**config.mk**
```make
export PLATFORM = sky130hd
export DESIGN_NAME = bus_demux_1x4
export DESIGN_NICKNAME = d
export VERILOG_FILES = /design/src/rtl/bus_demux_1x4.sv
export SDC_FILE = /design/constraint.sdc
export NUM_CORES = 1
export LEC_CHECK = 0
export CAP_MARGIN = 20
export CORE_AREA = 2 2 118 120
export CTS_BUF_LIST = sky130_fd_sc_hd__clkbuf_16
export DETAILED_ROUTE_END_ITERATION = 8
export DIE_AREA = 0 0 120 122
export PLACE_DENSITY = 0.84
export SLEW_MARGIN = 0
export SYNTH_ARGS = -nofsm -noshare
export SYNTH_HDL_FRONTEND = slang
export SYNTH_SLANG_ARGS = --single-unit
```
**constraint.sdc**
```tcl
create_clock -name clk -period 4.5 [get_ports clk]
set_input_delay 0.9 -clock clk [delete_from_list [all_inputs] [get_ports clk]]
set_output_delay 0.9 -clock clk [all_outputs]
set_load 0.03 [all_outputs]
```
**src/rtl/bus_demux_1x4.sv**
```systemverilog
// Sequential 1-to-4 request demultiplexer: one core request in flight, steered to
// one of four targets, with a one-cycle response carrying read data or a timeout error.
module bus_demux_1x4 #(
  parameter int DATA_WIDTH = 32,
  parameter int ADDR_WIDTH = 32,
  parameter int TIMEOUT    = 255
) (
  input  logic                  clk,
  input  logic                  reset,
  input  logic                  Req_Valid,
  output logic                  Req_Ready,
  input  logic                  Req_Write,
  input  logic [1:0]            Selector,
  input  logic [ADDR_WIDTH-1:0] Req_Addr,
  input  logic [DATA_WIDTH-1:0] Req_WData,
  output logic                  Resp_Valid,
  output logic [DATA_WIDTH-1:0] Resp_RData,
  output logic                  Resp_Error,
  output logic [3:0]            T_Valid,
  output logic                  T_Write,
  output logic [ADDR_WIDTH-1:0] T_Addr,
  output logic [DATA_WIDTH-1:0] T_WData,
  input  logic [3:0]            T_Ready,
  input  logic [DATA_WIDTH-1:0] T_RData_0,
  input  logic [DATA_WIDTH-1:0] T_RData_1,
  input  logic [DATA_WIDTH-1:0] T_RData_2,
  input  logic [DATA_WIDTH-1:0] T_RData_3
);

  typedef enum logic [1:0] {IDLE, ISSUE, RESP} state_t;

  // Last ISSUE cycle's counter value; a ready seen then still counts as success.
  localparam logic [7:0] LAST_WAIT = 8'(TIMEOUT - 1);

  state_t                state;
  logic [1:0]            sel;
  logic [7:0]            wait_count;
  logic                  sel_ready;
  logic [DATA_WIDTH-1:0] sel_rdata;

  always_comb begin
    sel_ready = T_Ready[sel];
    case (sel)
      2'd0:    sel_rdata = T_RData_0;
      2'd1:    sel_rdata = T_RData_1;
      2'd2:    sel_rdata = T_RData_2;
      default: sel_rdata = T_RData_3;
    endcase
  end

  always_ff @(posedge clk or posedge reset) begin
    if (reset) begin
      state      <= IDLE;
      sel        <= 2'd0;
      wait_count <= 8'd0;
      T_Write    <= 1'b0;
      T_Addr     <= '0;
      T_WData    <= '0;
      Resp_RData <= '0;
      Resp_Error <= 1'b0;
    end else begin
      case (state)
        IDLE: begin
          if (Req_Valid) begin
            sel        <= Selector;
            T_Write    <= Req_Write;
            T_Addr     <= Req_Addr;
            T_WData    <= Req_WData;
            wait_count <= 8'd0;
            state      <= ISSUE;
          end
        end
        ISSUE: begin
          if (sel_ready) begin
            Resp_RData <= T_Write ? '0 : sel_rdata;
            Resp_Error <= 1'b0;
            state      <= RESP;
          end else if (wait_count == LAST_WAIT) begin
            Resp_RData <= '0;
            Resp_Error <= 1'b1;
            state      <= RESP;
          end else begin
            wait_count <= wait_count + 8'd1;
          end
        end
        RESP:    state <= IDLE;
        default: state <= IDLE;
      endcase
    end
  end

  assign Req_Ready  = (state == IDLE);
  assign Resp_Valid = (state == RESP);

  for (genvar gi = 0; gi < 4; gi++) begin : g_tvalid
    assign T_Valid[gi] = (state == ISSUE) && (sel == 2'(gi));
  end

endmodule
```
# Word-level counts from Yosys, hierarchy flattened
# Index checks and enable logic that the tools add are counted.
# op_classes
n_reduce_logical	12
muxes	16
n_lt_le_gt_ge	1
addsub	1
n_eq_ne	10
# op_table
operator	n
two-way mux 32 bit	3
one-hot mux 32 bit (3 select lines)	1
two-way mux 8 bit	3
one-hot mux 8 bit (2 select lines)	1
adder 8 x 1 -> 8 bit, second input constant	1
== test 8 bit, second input constant	1
== test 2 bit, second input constant	3
two-way mux 2 bit	3
!= test 2 bit, second input constant	3
AND reduction 2 bit	3
== test 2 x 1 -> 1 bit, second input constant	2
logical AND 1 bit	4
logical NOT 2 bit	2
one-hot mux 2 bit (2 select lines)	1
AND reduction 4 bit	1
nonzero test 2 bit	2
less-than comparator 2 x 3 -> 1 bit, second input constant	1
two-way mux 1 bit	3
!= test 3 bit, second input constant	1
binary-select mux 1 bit (select 2 bit)	1
# totals
word_cells	48
reg_bits	110

# Depth between registers and ports, before layout
# Gate-level depths: netlist (run 1).
# logic_depth
word_depth	4
depth_mapped	8
depth_no_buf	7

# Least setup slack after synthesis (run 1)
# Ideal clock, no wire load.
# synth_timing
kind	register to output
from	register sel[1]
to	output port T_Valid[2]
t_arrival_ns	1.734
path_stages_with_launch	4
path_slack_ns	1.866
cell_sequence	dfrtp_1 clkbuf_1 clkbuf_1 nor3b_1
# synth_between
elab_chain_len	2
# synth_rtl
element	line	source
from (decl)	36	logic [1:0] sel;
from (signal assigned)	65	sel <= Selector;
== test 2 bit	96	assign T_Valid[gi] = (state == ISSUE) && (sel == 2'(gi));
logical AND 1 bit	96	
to (decl)	19	output logic [3:0] T_Valid,
# Every way passes these cells.

# Final worst setup path (run 1)
# layout_timing
from	register state[1]
to	output port T_Valid[2]
# layout_between
elab_chain_len	2
# layout_rtl
element	line	source
from (decl)	35	state_t state;
from (signal assigned)	53	state <= IDLE;
from (signal assigned)	70	state <= ISSUE;
from (signal assigned)	77	state <= RESP;
== test 2 x 1 -> 1 bit	96	
logical AND 1 bit	96	
# Every way passes these cells.

==> flow_summary_export.csv, run 1 <==
group,metric,value,unit
cts,worst_setup_hold_path_clk_slew,70,ps
yosys,synth_top_family_by_area,"simple AND/OR/NAND/NOR gates",
yosys,adder_cell_share_of_the_synthesized_area,0.004989,
place,globalplace.congestion,0.8597,
die,starting_density,0.3714,
hold_path,hp-class,"reg -> reg",
sta,timing.max_slew.rel_slack,0.4074,
power_and_ir_drop,power.leakage,3.800,nW
detailed_routing,vias,4684,
cts,tritoncts.num_buffers,9,
sta,worst-slew-pin-transition,888.9,ps
hold_path,min_delay_worst_endpoint,"T_Addr[4]$_DFFE_PP0P_",
global_route,grt_pass1_wl,25510,um
die,row_count,43,
cts,cts_tree,"yes",
detailed_routing,drc,0,
sta,max_freq,332.5,MHz
cts,ctsHoldBuffers,0,
yosys,synth.yosys.seq_area_share,0.5488,
global_route,grt_remaining_overflow,0,
layout,filler_cell_count,1088,
die,fp.dieArea,14640,um2
place,place_inst,923,
cts,post_cts_resized,0,
yosys,synth_cells,462,
yosys,synth_warnings,0,
die,die-width,120,um
setup_path,r2r_setup_slack,1990,ps
global_route,grt_pass1_vias,4764,
sta,hold_viol,0,
setup_path,r2r-start,"sel[0]$_DFFE_PP0P_",
setup_path,startpoint_type_of_the_worst_setup_path,"register",
yosys,synth-compound-area-share,0.08107,
place,buffer_ports.inserted,305,
power_and_ir_drop,p_per_area,666.7,nW/um2
sta,setup_violations,0,
cts,worstSkewPairLatency,340,ps
sta,skew,8.976,ps
yosys,yosys.area_share.simple,0.1886,
setup_path,cp_arrival,2110,ps
sta,final_period_minus_worst_setup_slack,3007,ps
cts,cts.sinks,110,
setup_path,r2r_cells,5,
setup_path,cp-end-kind,"output port",
outcome,outcome,"finished clean",
sta,worst_slack,1493,ps
global_route,antenna_found_initial,0,
sta,totalNegativeSetupSlack,0,ps
die,ioPinCount,306,
setup_path,cp_slowest_cell,"clkdlybuf4s50_1",
setup_path,critical_path_required,3600,ps
yosys,yosys_reg_bits,110,
detailed_routing,routed_wl,17040,um
cts,ctsRootBufferMaster,"clkbuf_16",
setup_path,cp_top_family,"buffers and inverters",
die,std_cell_core_area,13500,um2
setup_path,crit_path_max_fanout,8,
cts,ctsHtreeMaxLevel,3,
sta,setup_repair_after_global_routing_missed_its_margin,"no",
power_and_ir_drop,vdd.ir_drop.worst,0.0003463,V
cts,cts-root-to-sink-buffers,2,
hold_path,timing.hold.worst_path_depth,2,
run,max_cap_viol_count,0,
place,post-dp-hpwl,13190,um
yosys,synth_area_leader_cell,"dfrtp_1",
detailed_routing,antenna_left,0,
place,post-place-ws,1273,ps
hold_path,hp-start,"T_Addr[4]$_DFFE_PP0P_",
setup_path,critical_path.cell_chain,"nand2b_1, nor3b_1, clkdlybuf4s50_1",
die,chipHeight,122,um
yosys,ys_types,31,
layout,antenna_cells,0,
layout,final_layout_size_suffix_gt1_frac,0.08169,
setup_path,setup.worst_path.class,"reg -> out",
sta,period_share,0.6682,
detailed_routing,drt_first_iter_violations,225,
layout,area_delta_synth_final,69.64,%
cts,post_cts_buffers,0,
global_route,grt_max_degree,71,
yosys,synth_area_leaders,"dfrtp_1 (55%), nand2_1 (15%), mux4_2 (15%)",
yosys,synth_area_per_cell,10.86,um2
layout,final_cells,939,
sta,maxSlewViolCount,0,
global_route,gr_usage_total,0.2250,
detailed_routing,drt-pass1-iter-count,4,
yosys,synthesis.area,5016,um2
setup_path,r2r_end,"Resp_RData[20]$_DFFE_PP0P_",
yosys,synthXorXnorAreaFrac,0,
detailed_routing,route.detailed.vias_per_inst,4.988,
setup_path,timing.critical_path.buf_inv,1,
yosys,synth_top_cell_area_share,0.5488,
setup_path,critical-path-max-stage-delay,730,ps
layout,design.final.nets,958,
yosys,synth.mux.area_fraction,0.1482,
yosys,syn-num-nets,666,
detailed_routing,routed_wire_length_per_instance,18.15,um
metrics by stage:
stage            util  instance area [um2]  power (mW)  hold slack, ps
2_1_floorplan       -                 5016       3.621           489.5
3_3_place_gp   0.6103                 8242       4.891           457.6
3_5_place_dp   0.6103                 8242       4.990           461.1
4_1_cts        0.6301                 8509       5.732           483.2
5_1_grt        0.6301                 8509       5.990           507.0
6_report       0.6301                 8509       5.673           480.4
worst max path at each step:
stage,from,to,slack (ps),depth (start not counted)
4_1_cts,state[1]$_DFFE_PP0P_,T_Valid[2],1480,3
5_1_grt,state[1]$_DFFE_PP0P_,T_Valid[2],1400,3
6_report,state[1]$_DFFE_PP0P_,T_Valid[2],1490,3
3_5_place_dp,T_Ready[2],Resp_RData[20]$_DFFE_PP0P_,1270,6
2_1_floorplan,reset,Resp_Error$_DFFE_PP0P_,700,1
3_3_place_gp,T_Ready[2],Resp_RData[12]$_DFFE_PP0P_,1420,6
cells by family after synthesis:
| logic type | after synthesis |
|---|---|
| simple gates | 236 |
| mux | 33 |
| buf+inv | 35 |
| fa+ha+maj | 2 |
| compound gates | 46 |
| flops | 110 |
layout by cell type, fill, tap and decap left out, drive strengths merged, types with 2 or more instances in the layout:
master and instances:
clkdlybuf4s50 305, nand2 207, dfrtp 110, mux4 33, a22o 32, clkbuf 9
and3 7, buf 7, inv 5, nor3 4, nor2 4, a211o 4
nand3 3, nor3b 3, clkinvlp 3, clkinv 3, nand2b 2, nor2b 2
o22ai 2, a21o 2, ha 2
Yosys cell counts:
| cell | instances |
|---|---|
| a211o_1 | 3 |
| inv_2 | 1 |
| o21a_1 | 1 |
| a211o_4 | 1 |
| o21ai_1 | 1 |
| inv_1 | 3 |
| nor2_1 | 4 |
| or2_2 | 1 |
| mux4_2 | 33 |
| buf_1 | 2 |
| and2_1 | 1 |
| and3_1 | 7 |
| a311o_1 | 1 |
| nand2b_1 | 2 |
| nor3_1 | 4 |
| clkbuf_1 | 20 |
| buf_2 | 9 |
| nor3b_1 | 3 |
| nand3_1 | 3 |
| a211oi_4 | 1 |
| dfrtp_1 | 110 |
| a22o_1 | 32 |
| a21oi_1 | 1 |
| nand2_1 | 207 |
| nor4_1 | 1 |
| and4_1 | 1 |
| ha_1 | 2 |
| o31ai_1 | 1 |
| o22ai_1 | 2 |
| nor2b_1 | 2 |
| a21o_1 | 2 |
registers in the layout, indices dropped and copies added, names as in the netlist:
| register | cells |
|---|---|
| wait_count | 8 |
| state | 2 |
| sel | 2 |
| T_Write | 1 |
| Resp_RData | 32 |
| T_Addr | 32 |
| T_WData | 32 |
| Resp_Error | 1 |
where the power goes:
part | leakage, nW | total [mW] | internal [mW] | switching [mW]
sequential | 1.39 | 1.72 | 1.42 | 0.298
combinational | 2.29 | 3.23 | 1.42 | 1.81
clock | 0.124 | 0.724 | 0.371 | 0.353
tightest hold or removal path: cells and delay by family, from the launching register on:
family           cells  cell delay (ps)
and+or+nand+nor      2              110
DFF                  1              340
layout make-up:
type	count	area (um2)	area share
clock buffer	9	225.2	0.02647
clock inverter	7	42.54	0.004999
inverter	4	17.52	0.002059
multi-input combinational	317	2127	0.2500
sequential	110	2754	0.3236
tap	180	225.2	0.02647
timing repair buffer	312	3118	0.3664
layer usage:
layer | vias up | GRT usage | routed length, um
li1 | 2166 | - | -
met1 | 2265 | 0.2548 | 6361
met2 | 218 | 0.4045 | 8813
met3 | 35 | 0.06367 | 1387
met4 | 0 | 0.08309 | 481
met5 | - | 0 | 0
Note: power is estimated with default switching activity, not from simulation.
==> run 2, diff against run 1 <==
- CORE_AREA: 2 2 118 120 -> 2 2 125 127
- DIE_AREA: 0 0 120 122 -> 0 0 127 129
- PLACE_DENSITY: 0.84 -> 0.79
- clock period: 4.5 -> 2.6 ns (I/O delays scaled with it)
==> run 2 against run 1 <==
Combinational power up 78%. Worst hold slack worse by 7.4 ps. Clock-buffer cell count unchanged. First-iteration DRC count up 3.6%. Wire length down 0.66%. Sequential share of layout area down 0.38 points. Setup slack worse by 1300 ps. Power up 75%. Clock skew down 3.8 ps. Clock power up 77%. Via count down 2.4%. Cell count up 1.5%. Largest cell class unchanged.
==> flow_summary_export.csv, run 2 (synthesis results as in run 1) <==
group,metric,value,unit
detailed_routing,route.detailed.vias_per_inst,4.795,
die,fp.dieArea,16380,um2
die,starting_density,0.3349,
setup_path,cp_slowest_cell,"clkdlybuf4s50_1",
sta,setup_repair_after_global_routing_missed_its_margin,"no",
layout,commonest_non_fill_non_tap_cell_in_the_layout,"clkdlybuf4s50_1",
place,buffer_ports.inserted,305,
detailed_routing,routed_wl,16930,um
setup_path,cp_arrival,1890,ps
setup_path,timing.critical_path.buf_inv,1,
sta,worst_slack,189.2,ps
layout,design.final.nets,964,
cts,worstSkewPairLatency,350,ps
layout,ff_latch_area,2754,um2
cts,cts_tree,"yes",
cts,cts-root-to-sink-buffers,2,
power_and_ir_drop,fin_total_pwr,9.934,mW
global_route,grt_pass1_wl,25640,um
outcome,outcome,"finished clean",
run,max_cap_viol_count,0,
cts,ctsHtreeMaxLevel,3,
place,globalplace.congestion,0.7749,
layout,biggestRegsByFlops,"Resp_RData (32), T_Addr (32), T_WData (32)",
setup_path,r2r-start,"sel[0]$_DFFE_PP0P_",
sta,timing.max_slew.rel_slack,0.5605,
sta,totalNegativeSetupSlack,0,ps
power_and_ir_drop,p_per_area,1154,nW/um2
sta,max_freq,414.8,MHz
detailed_routing,routed_wire_length_per_instance,17.77,um
hold_path,hp-start,"T_Addr[2]$_DFFE_PP0P_",
sta,hold_viol,0,
power_and_ir_drop,vdd.ir_drop.worst,0.0007595,V
layout,multi_input_area,2130,um2
die,ioPinCount,306,
layout,antenna_cells,0,
die,std_cell_core_area,14980,um2
die,chipHeight,129,um
setup_path,critical_path.startpoint,"state[1]$_DFFE_PP0P_",
cts,post_cts_buffers,0,
die,die-width,127,um
setup_path,cp-end-kind,"output port",
cts,cts.sinks,110,
setup_path,critical_path_required,2080,ps
setup_path,startpoint_type_of_the_worst_setup_path,"register",
detailed_routing,vias,4570,
detailed_routing,drc,0,
hold_path,hp-class,"reg -> reg",
setup_path,cp_top_family,"buffers and inverters",
setup_path,critical_path.cell_chain,"nand2b_1, nor3_1, clkdlybuf4s50_1",
setup_path,r2r_cells,4,
setup_path,r2r_end,"wait_count[5]$_DFFE_PP0P_",
global_route,grt_remaining_overflow,0,
layout,layout.cells.most_common_list,"clkdlybuf4s50_1 (305), nand2_1 (206), dfrtp_1 (109)",
global_route,antenna_found_initial,0,
setup_path,setup.worst_path.class,"reg -> out",
die,row_count,45,
sta,setup_violations,0,
detailed_routing,drt-pass1-iter-count,4,
sta,skew,5.194,ps
layout,area_delta_synth_final,71.66,%
global_route,grt_max_degree,40,
sta,maxSlewViolCount,0,
power_and_ir_drop,power.leakage,3.849,nW
sta,worst-slew-pin-transition,657.8,ps
global_route,grt_pass1_vias,4731,
sta,final_period_minus_worst_setup_slack,2411,ps
global_route,gr_usage_total,0.2035,
setup_path,crit_path_max_fanout,4,
hold_path,min_delay_worst_endpoint,"T_Addr[2]$_DFFE_PP0P_",
place,post-place-ws,154.5,ps
layout,filler_cell_count,1279,
layout,final_layout_size_suffix_gt1_frac,0.09281,
place,post-dp-hpwl,13240,um
hold_path,timing.hold.worst_path_depth,2,
cts,ctsRootBufferMaster,"clkbuf_16",
cts,worst_setup_hold_path_clk_slew,70,ps
sta,period_share,0.9272,
detailed_routing,antenna_left,0,
cts,tritoncts.num_buffers,9,
setup_path,r2r_setup_slack,590,ps
setup_path,critical-path-max-stage-delay,710,ps
detailed_routing,drt_first_iter_violations,233,
run 2: cell count changes in the layout (fill, tap and decap cells not counted), moves of 2 or more:
cell      change
inv_6         +3
buf_4         +3
buf_12        +3
clkinv_2      +2
run 2: worst max path at each step:
stage / to / slack (ps) / cells after the start
after floorplan: T_Valid[2] / 350 / 3
after global placement: wait_count[5]$_DFFE_PP0P_ / 170 / 5
after detailed placement: wait_count[5]$_DFFE_PP0P_ / 150 / 5
after CTS: T_Valid[3] / 50 / 3
after global routing: T_Valid[2] / 50 / 3
final: T_Valid[0] / 190 / 3
run 2: repair_timing:
action / in CTS / in global routing
setup endpoints to repair: 0 / 2
resized for setup: 0 / 1
hold buffers: 0 / 0
run 2: per-layer routing:
metal  wire length (um)  vias up  GRT usage
met1               6823     2195     0.2523
met5                  0        -          0
li1                   -     2175          -
met3               1288       22    0.06819
met4                338        0    0.06529
met2               8481      178     0.3384
run 2: worst register-to-register path: stages (launching register included):
cell     delay, ps
dfrtp_2        460
mux4_2         610
a211o_4        380
and3_1         170
a311o_1        260
run 2: power breakdown:
group          total [mW]  internal [mW]  switching [mW]
registers            2.91           2.46           0.454
clock network        1.28          0.654           0.629
logic                5.74           2.54            3.20
total                9.93           5.65            4.28
run 2: area by class of cell:
type                            instances  share of cell area
Timing Repair Buffer                  318              0.3717
Sequential cell                       110              0.3198
Multi-Input combinational cell        317              0.2473
Tap cell                              188             0.02732
Clock buffer                            9             0.02616
Clock inverter                          7            0.005522
Inverter                                4            0.002180
run 2: metrics by stage:
step | instance area [um2] | cells | hold slack, ps | utilization
after floorplan | 5020 | 462 | 489.5 | -
after global placement | 8335 | 937 | 456.8 | 0.5566
after detailed placement | 8335 | 937 | 461.7 | 0.5566
after CTS | 8608 | 953 | 480.0 | 0.5748
after global routing | 8611 | 953 | 494.7 | 0.5749
final | 8611 | 953 | 473.0 | 0.5749
